<file path="config.mk">
export PLATFORM = sky130hd
export DESIGN_NAME = mop_rule_loader
export DESIGN_NICKNAME = d
export VERILOG_FILES = /design/src/rtl/mop_rule_loader_pkg.sv /design/src/rtl/mop_rule_loader_fifo.sv /design/src/rtl/mop_rule_loader.sv
export SDC_FILE = /design/constraint.sdc
export NUM_CORES = 1
export LEC_CHECK = 0
export ABC_AREA = 1
export CORE_ASPECT_RATIO = 2
export CORE_UTILIZATION = 56
export DETAILED_ROUTE_END_ITERATION = 16
export GPL_ROUTABILITY_DRIVEN = 0
export PLACE_DENSITY = 0.83
export REMOVE_ABC_BUFFERS = 1
export SYNTH_ARGS = -nofsm -noshare
export SYNTH_HDL_FRONTEND = slang
export SYNTH_HIERARCHICAL = 1
export SYNTH_SLANG_ARGS = --single-unit
</file>
<file path="constraint.sdc">
create_clock -name clk_i -period 2.1 [get_ports clk_i]
set_input_delay 0.21 -clock clk_i [delete_from_list [all_inputs] [get_ports clk_i]]
set_output_delay 0.21 -clock clk_i [all_outputs]
set_load 0.02 [all_outputs]
</file>
<file path="src/rtl/mop_rule_loader_pkg.sv">
// Shared types and constants for the rule loader: frame field positions,
// rule entry layout and the parser state encoding.
// Optional feature macro: MOP_RULE_LOADER_PARITY_EN (adds the S_PAR state).
package mop_rule_loader_pkg;

  localparam int RULE_ADDR_W = 3;
  localparam int RULE_DATA_W = 17;

  // Header byte layout: {addr[2:0], rsvd[3:0], data[16]}
  localparam int HDR_ADDR_MSB = 7;
  localparam int HDR_ADDR_LSB = 5;
  localparam int HDR_RSVD_MSB = 4;
  localparam int HDR_RSVD_LSB = 1;
  localparam int HDR_D16_BIT  = 0;

  typedef enum logic [2:0] {
    S_HDR,
    S_MID,
    S_LOW,
    S_SKIP1,
    S_SKIP2
`ifdef MOP_RULE_LOADER_PARITY_EN
    ,
    S_PAR
`endif
  } state_t;

  typedef struct packed {
    logic [RULE_ADDR_W-1:0] addr;
    logic [RULE_DATA_W-1:0] data;
  } rule_entry_t;

endpackage

</file>
<file path="src/rtl/mop_rule_loader_fifo.sv">
// Purpose: small synchronous FIFO buffering parsed rule entries.
// Latency: a push is visible at rd_dat/empty the cycle after it is written.
// Backpressure: push is dropped when full, pop is ignored when empty;
//   the producer is expected to consult full before pushing.
// Ports: clk_i, rst_ni (async active-low), push_vld/push_dat, pop_vld,
//   rd_dat (head entry), full, empty.
module mop_rule_loader_fifo #(
  parameter int WIDTH = 20,
  parameter int DEPTH = 4
) (
  input  logic             clk_i,
  input  logic             rst_ni,
  input  logic             push_vld,
  input  logic [WIDTH-1:0] push_dat,
  input  logic             pop_vld,
  output logic [WIDTH-1:0] rd_dat,
  output logic             full,
  output logic             empty
);

  localparam int AW = $clog2(DEPTH);
  localparam logic [AW:0] PTR_ONE = {{AW{1'b0}}, 1'b1};

  logic [WIDTH-1:0] mem [DEPTH];
  logic [AW:0]      wptr_q;
  logic [AW:0]      rptr_q;
  logic             do_push;
  logic             do_pop;

  // Pointers carry one extra wrap bit to tell full from empty.
  assign empty   = (wptr_q == rptr_q);
  assign full    = (wptr_q[AW] != rptr_q[AW]) && (wptr_q[AW-1:0] == rptr_q[AW-1:0]);
  assign do_push = push_vld && !full;
  assign do_pop  = pop_vld && !empty;
  assign rd_dat  = mem[rptr_q[AW-1:0]];

  always_ff @(posedge clk_i or negedge rst_ni) begin
    if (!rst_ni) begin
      wptr_q <= '0;
      rptr_q <= '0;
    end else begin
      if (do_push) wptr_q <= wptr_q + PTR_ONE;
      if (do_pop)  rptr_q <= rptr_q + PTR_ONE;
    end
  end

  always_ff @(posedge clk_i) begin
    if (do_push) mem[wptr_q[AW-1:0]] <= push_dat;
  end

endmodule

</file>
<file path="src/rtl/mop_rule_loader.sv">
// Purpose: parses a byte stream of rule frames and writes {addr,data} into an external rule table.
// Latency: 2 cycles from last-byte acceptance to ext_wr (empty buffer, ext_ready_i high).
// Backpressure: instrut_ready_o drops while not enabled, or on the final byte while the buffer is full.
// Ports: clk_i/rst_ni (async active-low); instrut_value/_valid_i/_ready_o byte stream;
//   load_ctrl[id] enable; ext_ready_i/ext_wr/ext_addr/ext_data_in table write;
//   err_o/err_clr_i sticky frame error; busy_o; frame_cnt_o committed frame count.
// Build option: MOP_RULE_LOADER_PARITY_EN adds a fourth XOR-parity byte per frame.
module mop_rule_loader
  import mop_rule_loader_pkg::*;
#(
  parameter int NB_PERIPH  = 16,
  parameter int FIFO_DEPTH = 4
) (
  input  logic                         clk_i,
  input  logic                         rst_ni,
  input  logic [7:0]                   instrut_value,
  input  logic                         instrut_valid_i,
  output logic                         instrut_ready_o,
  input  logic [NB_PERIPH-1:0]         load_ctrl,
  input  logic [$clog2(NB_PERIPH)-1:0] id,
  input  logic                         ext_ready_i,
  output logic                         ext_wr,
  output logic [RULE_ADDR_W-1:0]       ext_addr,
  output logic [RULE_DATA_W-1:0]       ext_data_in,
  output logic                         err_o,
  input  logic                         err_clr_i,
  output logic                         busy_o,
  output logic [7:0]                   frame_cnt_o
);

`ifdef MOP_RULE_LOADER_PARITY_EN
  localparam state_t FINAL_ST = S_PAR;
`else
  localparam state_t FINAL_ST = S_LOW;
`endif

  state_t                  state_q, state_d;
  logic                    en;
  logic                    accept;
  logic                    rdy_arm_q;
  logic                    frame_done;
  logic                    err_set;
  logic [RULE_ADDR_W-1:0]  addr_q;
  logic                    d16_q;
  logic [7:0]              mid_q;
  logic [7:0]              low_byte;
  rule_entry_t             new_entry;
  logic                    push_vld_q;
  rule_entry_t             push_dat_q;
  rule_entry_t             fifo_rd;
  logic                    fifo_full;
  logic                    fifo_empty;
  logic                    pop;
  logic                    ext_wr_q;
  logic [RULE_ADDR_W-1:0]  ext_addr_q;
  logic [RULE_DATA_W-1:0]  ext_data_q;
  logic                    err_q;
  logic [7:0]              frame_cnt_q;
`ifdef MOP_RULE_LOADER_PARITY_EN
  logic [7:0]              low_q;
  logic [7:0]              par_q;
`endif

  assign en = load_ctrl[id];

  // rdy_arm_q keeps ready low during reset and for the first cycle after release.
  assign instrut_ready_o = rdy_arm_q && en && !((state_q == FINAL_ST) && fifo_full);
  assign accept          = instrut_valid_i && instrut_ready_o;

`ifdef MOP_RULE_LOADER_PARITY_EN
  assign low_byte = low_q;
`else
  assign low_byte = instrut_value;
`endif

  always_ff @(posedge clk_i or negedge rst_ni) begin
    if (!rst_ni) begin
      state_q   <= S_HDR;
      rdy_arm_q <= 1'b0;
    end else begin
      state_q   <= state_d;
      rdy_arm_q <= 1'b1;
    end
  end

  always_comb begin
    state_d        = state_q;
    frame_done     = 1'b0;
    err_set        = 1'b0;
    new_entry.addr = addr_q;
    new_entry.data = {d16_q, mid_q, low_byte};
    if (!en) begin
      // Enable withdrawn: abandon any partial frame.
      state_d = S_HDR;
    end else if (accept) begin
      case (state_q)
        S_HDR: begin
          if (instrut_value[HDR_RSVD_MSB:HDR_RSVD_LSB] != '0) begin
            err_set = 1'b1;
            state_d = S_SKIP1;
          end else begin
            state_d = S_MID;
          end
        end
        S_MID:   state_d = S_LOW;
`ifdef MOP_RULE_LOADER_PARITY_EN
        S_LOW:   state_d = S_PAR;
        S_PAR: begin
          state_d = S_HDR;
          if (instrut_value == par_q) frame_done = 1'b1;
          else                        err_set    = 1'b1;
        end
`else
        S_LOW: begin
          state_d    = S_HDR;
          frame_done = 1'b1;
        end
`endif
        S_SKIP1: state_d = S_SKIP2;
        S_SKIP2: state_d = S_HDR;
        default: state_d = S_HDR;
      endcase
    end
  end

  // Field capture as bytes are accepted.
  always_ff @(posedge clk_i or negedge rst_ni) begin
    if (!rst_ni) begin
      addr_q <= '0;
      d16_q  <= 1'b0;
      mid_q  <= '0;
`ifdef MOP_RULE_LOADER_PARITY_EN
      low_q  <= '0;
      par_q  <= '0;
`endif
    end else if (accept) begin
      case (state_q)
        S_HDR: begin
          addr_q <= instrut_value[HDR_ADDR_MSB:HDR_ADDR_LSB];
          d16_q  <= instrut_value[HDR_D16_BIT];
`ifdef MOP_RULE_LOADER_PARITY_EN
          par_q  <= instrut_value;
`endif
        end
        S_MID: begin
          mid_q <= instrut_value;
`ifdef MOP_RULE_LOADER_PARITY_EN
          par_q <= par_q ^ instrut_value;
`endif
        end
`ifdef MOP_RULE_LOADER_PARITY_EN
        S_LOW: begin
          low_q <= instrut_value;
          par_q <= par_q ^ instrut_value;
        end
`endif
        default: ;
      endcase
    end
  end

  // Completed frames are registered once before entering the buffer; this
  // stage is what sets the two-cycle acceptance-to-write latency.
  always_ff @(posedge clk_i or negedge rst_ni) begin
    if (!rst_ni) begin
      push_vld_q  <= 1'b0;
      push_dat_q  <= '0;
      frame_cnt_q <= '0;
      err_q       <= 1'b0;
    end else begin
      push_vld_q <= frame_done;
      if (frame_done) begin
        push_dat_q  <= new_entry;
        frame_cnt_q <= frame_cnt_q + 8'd1;
      end
      // A new error wins over a same-cycle clear.
      if (err_set)        err_q <= 1'b1;
      else if (err_clr_i) err_q <= 1'b0;
    end
  end

  mop_rule_loader_fifo #(
    .WIDTH ($bits(rule_entry_t)),
    .DEPTH (FIFO_DEPTH)
  ) u_fifo (
    .clk_i    (clk_i),
    .rst_ni   (rst_ni),
    .push_vld (push_vld_q),
    .push_dat (push_dat_q),
    .pop_vld  (pop),
    .rd_dat   (fifo_rd),
    .full     (fifo_full),
    .empty    (fifo_empty)
  );

  assign pop = !fifo_empty && ext_ready_i;

  // Address/data only move on a write, so they hold between strobes.
  always_ff @(posedge clk_i or negedge rst_ni) begin
    if (!rst_ni) begin
      ext_wr_q   <= 1'b0;
      ext_addr_q <= '0;
      ext_data_q <= '0;
    end else begin
      ext_wr_q <= pop;
      if (pop) begin
        ext_addr_q <= fifo_rd.addr;
        ext_data_q <= fifo_rd.data;
      end
    end
  end

  assign ext_wr      = ext_wr_q;
  assign ext_addr    = ext_addr_q;
  assign ext_data_in = ext_data_q;
  assign err_o       = err_q;
  assign frame_cnt_o = frame_cnt_q;
  assign busy_o      = (state_q != S_HDR) || push_vld_q || !fifo_empty || ext_wr_q;

endmodule
</file>
* Word level (Yosys, flattened, before mapping) *
Memory sizes are Yosys's and may differ from the RTL's. A register that Yosys moved wholly into a read port is not among the register bits.
Index checks and enable logic that the tools add are counted.

cells by class
  add/subtract/negate cells = 3
  $lt $le $gt $ge = 1
  equal/unequal tests = 7
  mux-type cells = 17
  reductions and logical operators = 21

operators by type and width
  kind                                                                          count
  1-bit 2-to-1 mux                                                              12
  3-bit case mux with 3 select lines                                            1
  8-bit by 1-bit adder with 8-bit output, second input constant                 1
  1-bit logical AND                                                             8
  3-bit by 1-bit adder with 3-bit output, second input constant                 2
  3-bit by 2-bit equality test with 1-bit output, second input constant         2
  3-bit 2-to-1 mux                                                              2
  4-bit by 5-bit less-than comparator with 1-bit output, second input constant  1
  1-bit binary-select mux with 4-bit select                                     1
  1-bit zero test                                                               4
  2-bit AND reduction                                                           2
  4-bit nonzero test                                                            1
  3-bit by 1-bit equality test with 1-bit output, second input constant         1
  3-bit equality test                                                           1
  3-bit zero test                                                               1
  1-bit logical OR                                                              3
  3-bit nonzero test                                                            1
  2-bit equality test                                                           1
  2-bit 2-to-1 mux                                                              1
  2-bit by 1-bit inequality test with 1-bit output, second input constant       1
  2-bit nonzero test                                                            1
  1-bit inequality test                                                         1

storage, ports and cells
  register bits = 53
  RAM bits = 80
  bits of input ports = 33
  logic and storage cells = 63
  memories = 1

memory list
  memory      words  bits a word  rd ports  clocked after Yosys merged registers in  write ports  RTL line                    source
  u_fifo.mem  4      20           1         1                                        1            mop_rule_loader_fifo.sv:24  logic [WIDTH-1:0] mem [DEPTH];

* Logic depth before layout (Yosys ltp) *
Gate-level depths: netlist of the first run.

  word-level depth = 9
  gate-level depth with buffers = 15
  gate-level depth less buffers = 12

* Cells and area by module *
Netlist of the first run, hierarchy kept.

by module, submodules not included
  module                times used  cells each  area each (sq um)  sequential area each (sq um)
  mop_rule_loader_fifo  1           255         3,419.5            2,552.4
  mop_rule_loader       1           359         2,934.1            1,676.6

* Worst setup path before layout of the first run *
No wires, ideal clock.

  path kind = reg2reg
  start = reg u_fifo.rptr_q[0]
  end = mem u_fifo.mem[0][0], enable pin
  setup time = 381 ps
  arrival time = 1,374 ps
  data required time = 1,719 ps
  slack = 346 ps
  stages on the path, launching flop included = 7
  path buffers = 1
  cells stage by stage = dfrtp_1 buf_6 nand2_1 nand2_2 nand3_4 nand2_4 nor2_2

on the way
  word-level cells in the longest chain between the ends = 6

ends and longest elaborated chain
  element                                 RTL line                    source
  start: declaration                      mop_rule_loader_fifo.sv:26  logic [AW:0] rptr_q;
  start signal: assignment                mop_rule_loader_fifo.sv:43  if (do_pop) rptr_q <= rptr_q + PTR_ONE;
  2-bit equality test                     mop_rule_loader_fifo.sv:32  assign full = (wptr_q[AW] != rptr_q[AW]) && (wptr_q[AW-1:0] == rptr_q[AW-1:0]);
  1-bit logical AND                       mop_rule_loader_fifo.sv:32
  1-bit zero test                         mop_rule_loader_fifo.sv:33  assign do_push = push_vld && !full;
  1-bit logical AND                       mop_rule_loader_fifo.sv:33
  1-bit 2-to-1 mux                        mop_rule_loader_fifo.sv:48  if (do_push) mem[wptr_q[AW-1:0]] <= push_dat;
  1-bit 2-to-1 mux (not written as such)  mop_rule_loader_fifo.sv:48
  end: declaration                        mop_rule_loader_fifo.sv:24

Every way passes these cells.

* Final worst setup path of the first run *
  start = reg u_fifo.wptr_q[0]
  end = out busy_o

on the way
  word-level cells in the longest chain between the ends = 4

ends and longest elaborated chain
  element                         RTL line                    source
  start: declaration              mop_rule_loader_fifo.sv:25  logic [AW:0] wptr_q;
  start signal: assignment        mop_rule_loader_fifo.sv:42  if (do_push) wptr_q <= wptr_q + PTR_ONE;
  3-bit equality test             mop_rule_loader_fifo.sv:31  assign empty = (wptr_q == rptr_q);
  named net fifo_empty            mop_rule_loader.sv:52       logic fifo_empty;
  1-bit zero test                 mop_rule_loader.sv:218      assign busy_o = (state_q != S_HDR) || push_vld_q || !fifo_empty || ext_wr_q;
  1-bit logical OR (2 in series)  mop_rule_loader.sv:218
  end: declaration                mop_rule_loader.sv:27       output logic busy_o,

The timed path passes the listed nets, and every way through them passes these cells.

==> metrics, run 1 <==
Distinct cells, synth=31; initial antenna violation count=0; r2r setup slk=0.26 ns; Clock Path Buffers=2; status=completed; Final ANT Viol Nets=0; Synth Register Bits=153; Cells after Synth=614; # clock sinks=153; Crit Path Max Fanout=5; WP buf/inv=4; drt pass-1 iters=5; CTS root buf=clkbuf_16; Max-Cap Viols=0; Critical Path AT=1.75 ns; Worst Hold Class=in2async; adder-cell share of the synthesized area=1.18%; Post-route DRC=0; Synth Area in Compound Gates=5.75%; most common cell after layout, fill and taps aside=nand2_1; R2R Path End=push_dat_q[19]; largest family of logic cells by synthesized area=simple AND/OR/NAND/NOR gates; # nets final=737; CP max stage delay=0.44 ns; Worst Setup Path Type=reg2out; layer with the highest usage=met2; drt wl/cell=17.2 um; switching part of the total power=34.3%; top cells by area, synth=edfxtp_1, dfrtp_1, nand2_1, nor2_1, inv_1; post-synth top area share=37.8%; number of buffers created by CTS=17; cell taking the most area after synthesis=edfxtp_1; TritonCTS clock tree=yes; die width=77.3 um; Top delay family on crit path=simple AND/OR/NAND/NOR gates; Vias=4761; Req. time, crit path=1.89 ns; H-tree depth=4; # fillers=765; Clk pin slew, worst setup/hold paths=0.07 ns; Fin. Hold Viols=0; Slew @ Worst Pin=0.566 ns; clock latency on the worst-skew pair=0.42 ns; Tot Pwr=10.8 mW; Internal Power=7.08 mW; Initial Util=58.0%; Post-Route Skew=0.00861 ns; Core ar.=0.0109 sq mm; pwr dens=1360 mW/mm^2; Synth Area per Inst=10.3 sq um; RSZ-0062 raised after global routing=no; aggregate global routing overflow=0; worst path cell trace=inv_2, nand2_1, nand2_2, nand3_2, inv_1, inv_1, nor3_1, nand2_1, clkbuf_2; most frequent cells in the layout=nand2_1, edfxtp_1, dfrtp_1; Reg2Reg Depth=12; dpl cells=817; Avg Vias per Cell=5.59; final core utilization=72.2%; Slowest-stage cell, CP=dfrtp_2; Synth Area in XOR/XNOR=1.22%; die area=0.0118 sq mm; Slew headroom=62.3%; GR met2 Demand/Resource=50.2%; first-pass GRT wire length=24300 um; mux share of post-synthesis cell area=0%; sequential power share=41.4%; final slew viol count=0; combinational share of power=29.6%; GRT met1 Usage=29.0%; area grow syn2layout=24.3%; final cell count without fillers=851; DPL Wire Length=8950 um; Ys Warns=6; DR iter-0 viols=339; Tcrit/Tclk final=93.2%; fin crit period=1.96 ns; Die H=153 um; Rows=54; Fmax achieved=0.511 GHz; DRT Wirelength=14700 um; Psw=3.70 mW; P_leak=3.53 nW; Simple-Gate Fraction of Synth Area=20.7%; Setup Viol. Count Final=0; PortBufs=64; Global Route Usage Sum=27.2%; Setup crit start kind=flip-flop; Clock power frac=29.0%; CP Capture Type=output pin; Ant. Diodes=0; RR Startpoint=u_fifo/wptr_q[1]; I/O pin total=65; GRT met3 Usage=5.21%; post-synthesis sequential area ratio=66.6%; Mapped Area=0.00635 sq mm; Peak VDD IR=0.000962 V; fraction of layout cells with a size suffix above 1=11.4%; vias in the first global route=4904; largest net degree at the start of global routing=43
power groups by stage:
stage                     Combinational, mW  Sequential (mW)  Clock, mW
final                                  3.19             4.46       3.13
after floorplan                        1.51             4.72          0
after global routing                   3.52             4.54       3.28
after detailed placement               3.09             4.48          0
after global placement                 2.95             4.41          0
after CTS                              3.19             4.45       3.14
final cells by class:
| class | instances | area (sq um) | share of cell area, % |
|---|---|---|---|
| Clock buffer | 18 | 429 | 5.43 |
| Clock inverter | 14 | 170 | 2.15 |
| Inverter | 40 | 155 | 1.96 |
| Multi-Input combinational cell | 398 | 1840 | 23.3 |
| Sequential cell | 153 | 4230 | 53.6 |
| Tap cell | 140 | 175 | 2.22 |
| Timing Repair Buffer | 88 | 898 | 11.4 |
stage by stage:
stage / setup TNS (ns) / hold slack (ns) / cell area (sq um) / setup WS, ns
after global routing: 0 / 0.360 / 7900 / 0.0277
after CTS: 0 / 0.339 / 7910 / 0.00331
after floorplan: -63.15 / -0.0856 / 6220 / -0.645
after global placement: -0.174 / 0.226 / 7290 / -0.131
after detailed placement: -4.77 / 0.240 / 7290 / -0.218
final: 0 / 0.310 / 7900 / 0.143
cell usage after synthesis (all sizes together):
master    n
conb      1
nor3      4
o21ai    44
ha        6
nor2     49
o41ai     1
buf      18
o22ai    21
nand4     4
clkbuf    5
a21oi     1
edfxtp   80
xnor2     4
nand3    26
inv      40
xor2      4
nand2   233
dfrtp    73
layer usage:
layer / share of wire, % / wire length, um
met1: 35 / 5210
met4: 3.2 / 467
met3: 5.0 / 731
met2: 56 / 8270
met5: 0 / 0
flip-flops by register name (all words and copies together), names as in the netlist:
signal         count
d16_q              1
push_vld_q         1
mid_q              8
u_fifo/rptr_q      3
frame_cnt_o        8
ext_wr             1
ext_data_in       17
ext_addr           3
u_fifo/mem        80
rdy_arm_q          1
state_q            3
u_fifo/wptr_q      3
err_o              1
push_dat_q        20
addr_q             3
worst max path at each step:
stage | cells after the start | slack, ns | to | start
after floorplan | 11 | -0.64 | u_fifo/rptr_q[0] | u_fifo/rptr_q[0]
after global placement | 8 | -0.13 | instrut_ready_o | id[0]
after detailed placement | 8 | -0.22 | instrut_ready_o | id[0]
after CTS | 9 | 0.003 | busy_o | u_fifo/wptr_q[0]
after global routing | 9 | 0.03 | busy_o | u_fifo/wptr_q[0]
final | 9 | 0.14 | busy_o | u_fifo/wptr_q[0]
cell families (layout without fill, tap and decap cells):
| family | Yosys count | in the layout |
|---|---|---|
| other | 1 | 1 |
| DFF | 153 | 153 |
| and+or+nand+nor | 316 | 316 |
| adders and majority gates | 6 | 6 |
| AOI/OAI and AO/OA | 67 | 67 |
| buffers and inverters | 63 | 160 |
| xor gates and xnor gates | 8 | 8 |
worst reg2reg max path, stage by stage, from the launching register on:
cell and delay (ns):
dfrtp_2 0.45, xnor2_2 0.16, buf_4 0.14, nand3_4 0.06, inv_1 0.05, nand2_1 0.05
nand2_1 0.09, inv_2 0.12, nand3_4 0.11, nor2_2 0.15, buf_12 0.19, nand2_1 0.09
nand2_1 0.10
timing repair:
| action | 4_1_cts | 5_1_grt |
|---|---|---|
| gates resized for setup | 7 | 4 |
| pin swaps | 1 | 0 |
| endpoints found under the hold margin | 39 | 0 |
| setup endpoints to repair | 2 | 2 |
| setup buffers | 1 | 0 |
| hold buffers | 1 | 0 |
Note: power is estimated with default switching activity, not from simulation.
==> run 2: changes to the inputs <==
CORE_ASPECT_RATIO = 1.4   (was 2)
SKIP_LAST_GASP = 1   (was unset)
==> metrics, run 2 (same netlist as run 1, synthesis figures left out) <==
CTS root buf=clkbuf_16; Rows=45; Top delay family on crit path=flip-flops; # nets final=741; Setup Viol. Count Final=0; Critical Path AT=1.74 ns; Max-Cap Viols=0; Setup crit start kind=flip-flop; most used cell, CP=nand2_1; CP Capture Type=output pin; Sequential cell area=0.00423 sq mm; clock latency on the worst-skew pair=0.43 ns; pwr dens=1350 mW/mm^2; Largest register FFs=80; Final WS setup=0.152 ns; # fillers=718; number of buffers created by CTS=17; most frequent cells in the layout=nand2_1, edfxtp_1, dfrtp_1; r2r setup slk=0.27 ns; R2R Path End=push_dat_q[8]; RSZ-0062 raised after global routing=yes; Slowest-stage cell, CP=dfrtp_1; Clock Path Buffers=2; aggregate global routing overflow=0; Crit Path Max Fanout=6; Post-route DRC=0; Clk pin slew, worst setup/hold paths=0.07 ns; fraction of layout cells with a size suffix above 1=11.7%; H-tree depth=4; PortBufs=64; DPL Wire Length=8240 um; final slew viol count=0; TritonCTS clock tree=yes; CP max stage delay=0.43 ns; initial antenna violation count=0; area of the multi-input gates=0.00186 sq mm; Vias=4714; die area=0.0118 sq mm; worst path cell trace=inv_1, nand2_1, nand2_1, nand3_4, inv_1, nand2_1, nand2_1, a21oi_1, buf_2; I/O pin total=65; DRT Wirelength=14000 um; drt wl/cell=16.4 um; Avg Vias per Cell=5.51; drt pass-1 iters=5; Tcrit/Tclk final=92.8%; Global Route Usage Sum=26.2%; Peak VDD IR=0.000733 V; first-pass GRT wire length=23000 um; largest net degree at the start of global routing=74; P_leak=3.54 nW; most common cell after layout, fill and taps aside=nand2_1; Final ANT Viol Nets=0; area grow syn2layout=24.8%; Req. time, crit path=1.89 ns; Ant. Diodes=0; WP buf/inv=3; die width=92.0 um; Die H=128 um; fin crit period=1.95 ns; DR iter-0 viols=284; status=completed; Initial Util=58.2%; Min Hold Slack=0.324 ns; vias in the first global route=4806; Worst Setup Path Type=reg2out; Fin. Hold Viols=0; Reg2Reg Depth=13; RR Startpoint=u_fifo/rptr_q[2]; # clock sinks=153; Worst Hold Class=in2async; Core ar.=0.0109 sq mm; Post-Place Setup Slack=-0.237 ns; Post-Route Skew=0.0102 ns; Fmax achieved=0.513 GHz
## run 2: cell count changes in the layout (fill, tap and decap cells not counted), sizes merged
| cell | delta |
|---|---|
| clkinvlp | +2 |
| clkbuf | -1 |
| buf | +4 |
| bufinv | -1 |
## run 2: where the power goes
group          total (mW)  internal, mW  leakage [nW]  switching [mW]
combinational        3.24          1.28          1.58            1.96
clock                3.02          1.77         0.281            1.25
sequential           4.42          3.93          1.68           0.490
## run 2: repair_timing
item                                    4_1_cts  5_1_grt
hold buffers                                  1        0
pin swaps                                     2        0
hold endpoints to repair                     73        0
endpoints found under the setup margin        2        2
resized for setup                             9        2
setup buffers                                 2        0
## run 2: worst register-to-register path, delay by kind of cell, from the launching register on
kind	cells	cell delay, ns
DFF	1	0.43
buffers and inverters	4	0.46
and+or+nand+nor	9	0.87
## run 2: final cells by class
class                           count  share of cell area, %
Timing Repair Buffer               92                   11.6
Clock inverter                     15                   2.10
Clock buffer                       17                   5.37
Inverter                           40                   1.96
Multi-Input combinational cell    398                   23.4
Tap cell                          141                   2.23
Sequential cell                   153                   53.4
## run 2: how the worst max path moves through the flow
stage                      from                to  slack [ns]  cells past startpoint
5_1_grt        u_fifo/wptr_q[0]   instrut_ready_o       -0.03                      9
3_3_place_gp              id[0]   instrut_ready_o       -0.14                      8
3_5_place_dp              id[0]   instrut_ready_o       -0.24                      8
2_1_floorplan  u_fifo/rptr_q[0]  u_fifo/rptr_q[0]       -0.64                     11
6_report       u_fifo/rptr_q[2]   instrut_ready_o        0.15                      9
4_1_cts        u_fifo/wptr_q[1]            busy_o        0.03                      7
## run 2: routing by layer
layer	wire [um]	global-route usage (%)	vias to the layer above
li1	-	-	2192
met1	5230	28.8	2233
met2	7330	46.7	236
met3	933	6.05	53
met4	541	14.5	0
met5	0	0	-
## run 2: metrics by stage
stage	std cells	power (mW)	util, %	area, sq um	setup TNS [ns]
5_1_grt	856	11.2	72.6	7930	-0.0254
4_1_cts	856	10.7	72.7	7940	0
3_3_place_gp	821	7.37	66.8	7300	-0.397
3_5_place_dp	821	7.57	66.8	7300	-5.38
6_report	856	10.7	72.6	7930	0
2_1_floorplan	591	6.22	-	6220	-63.15
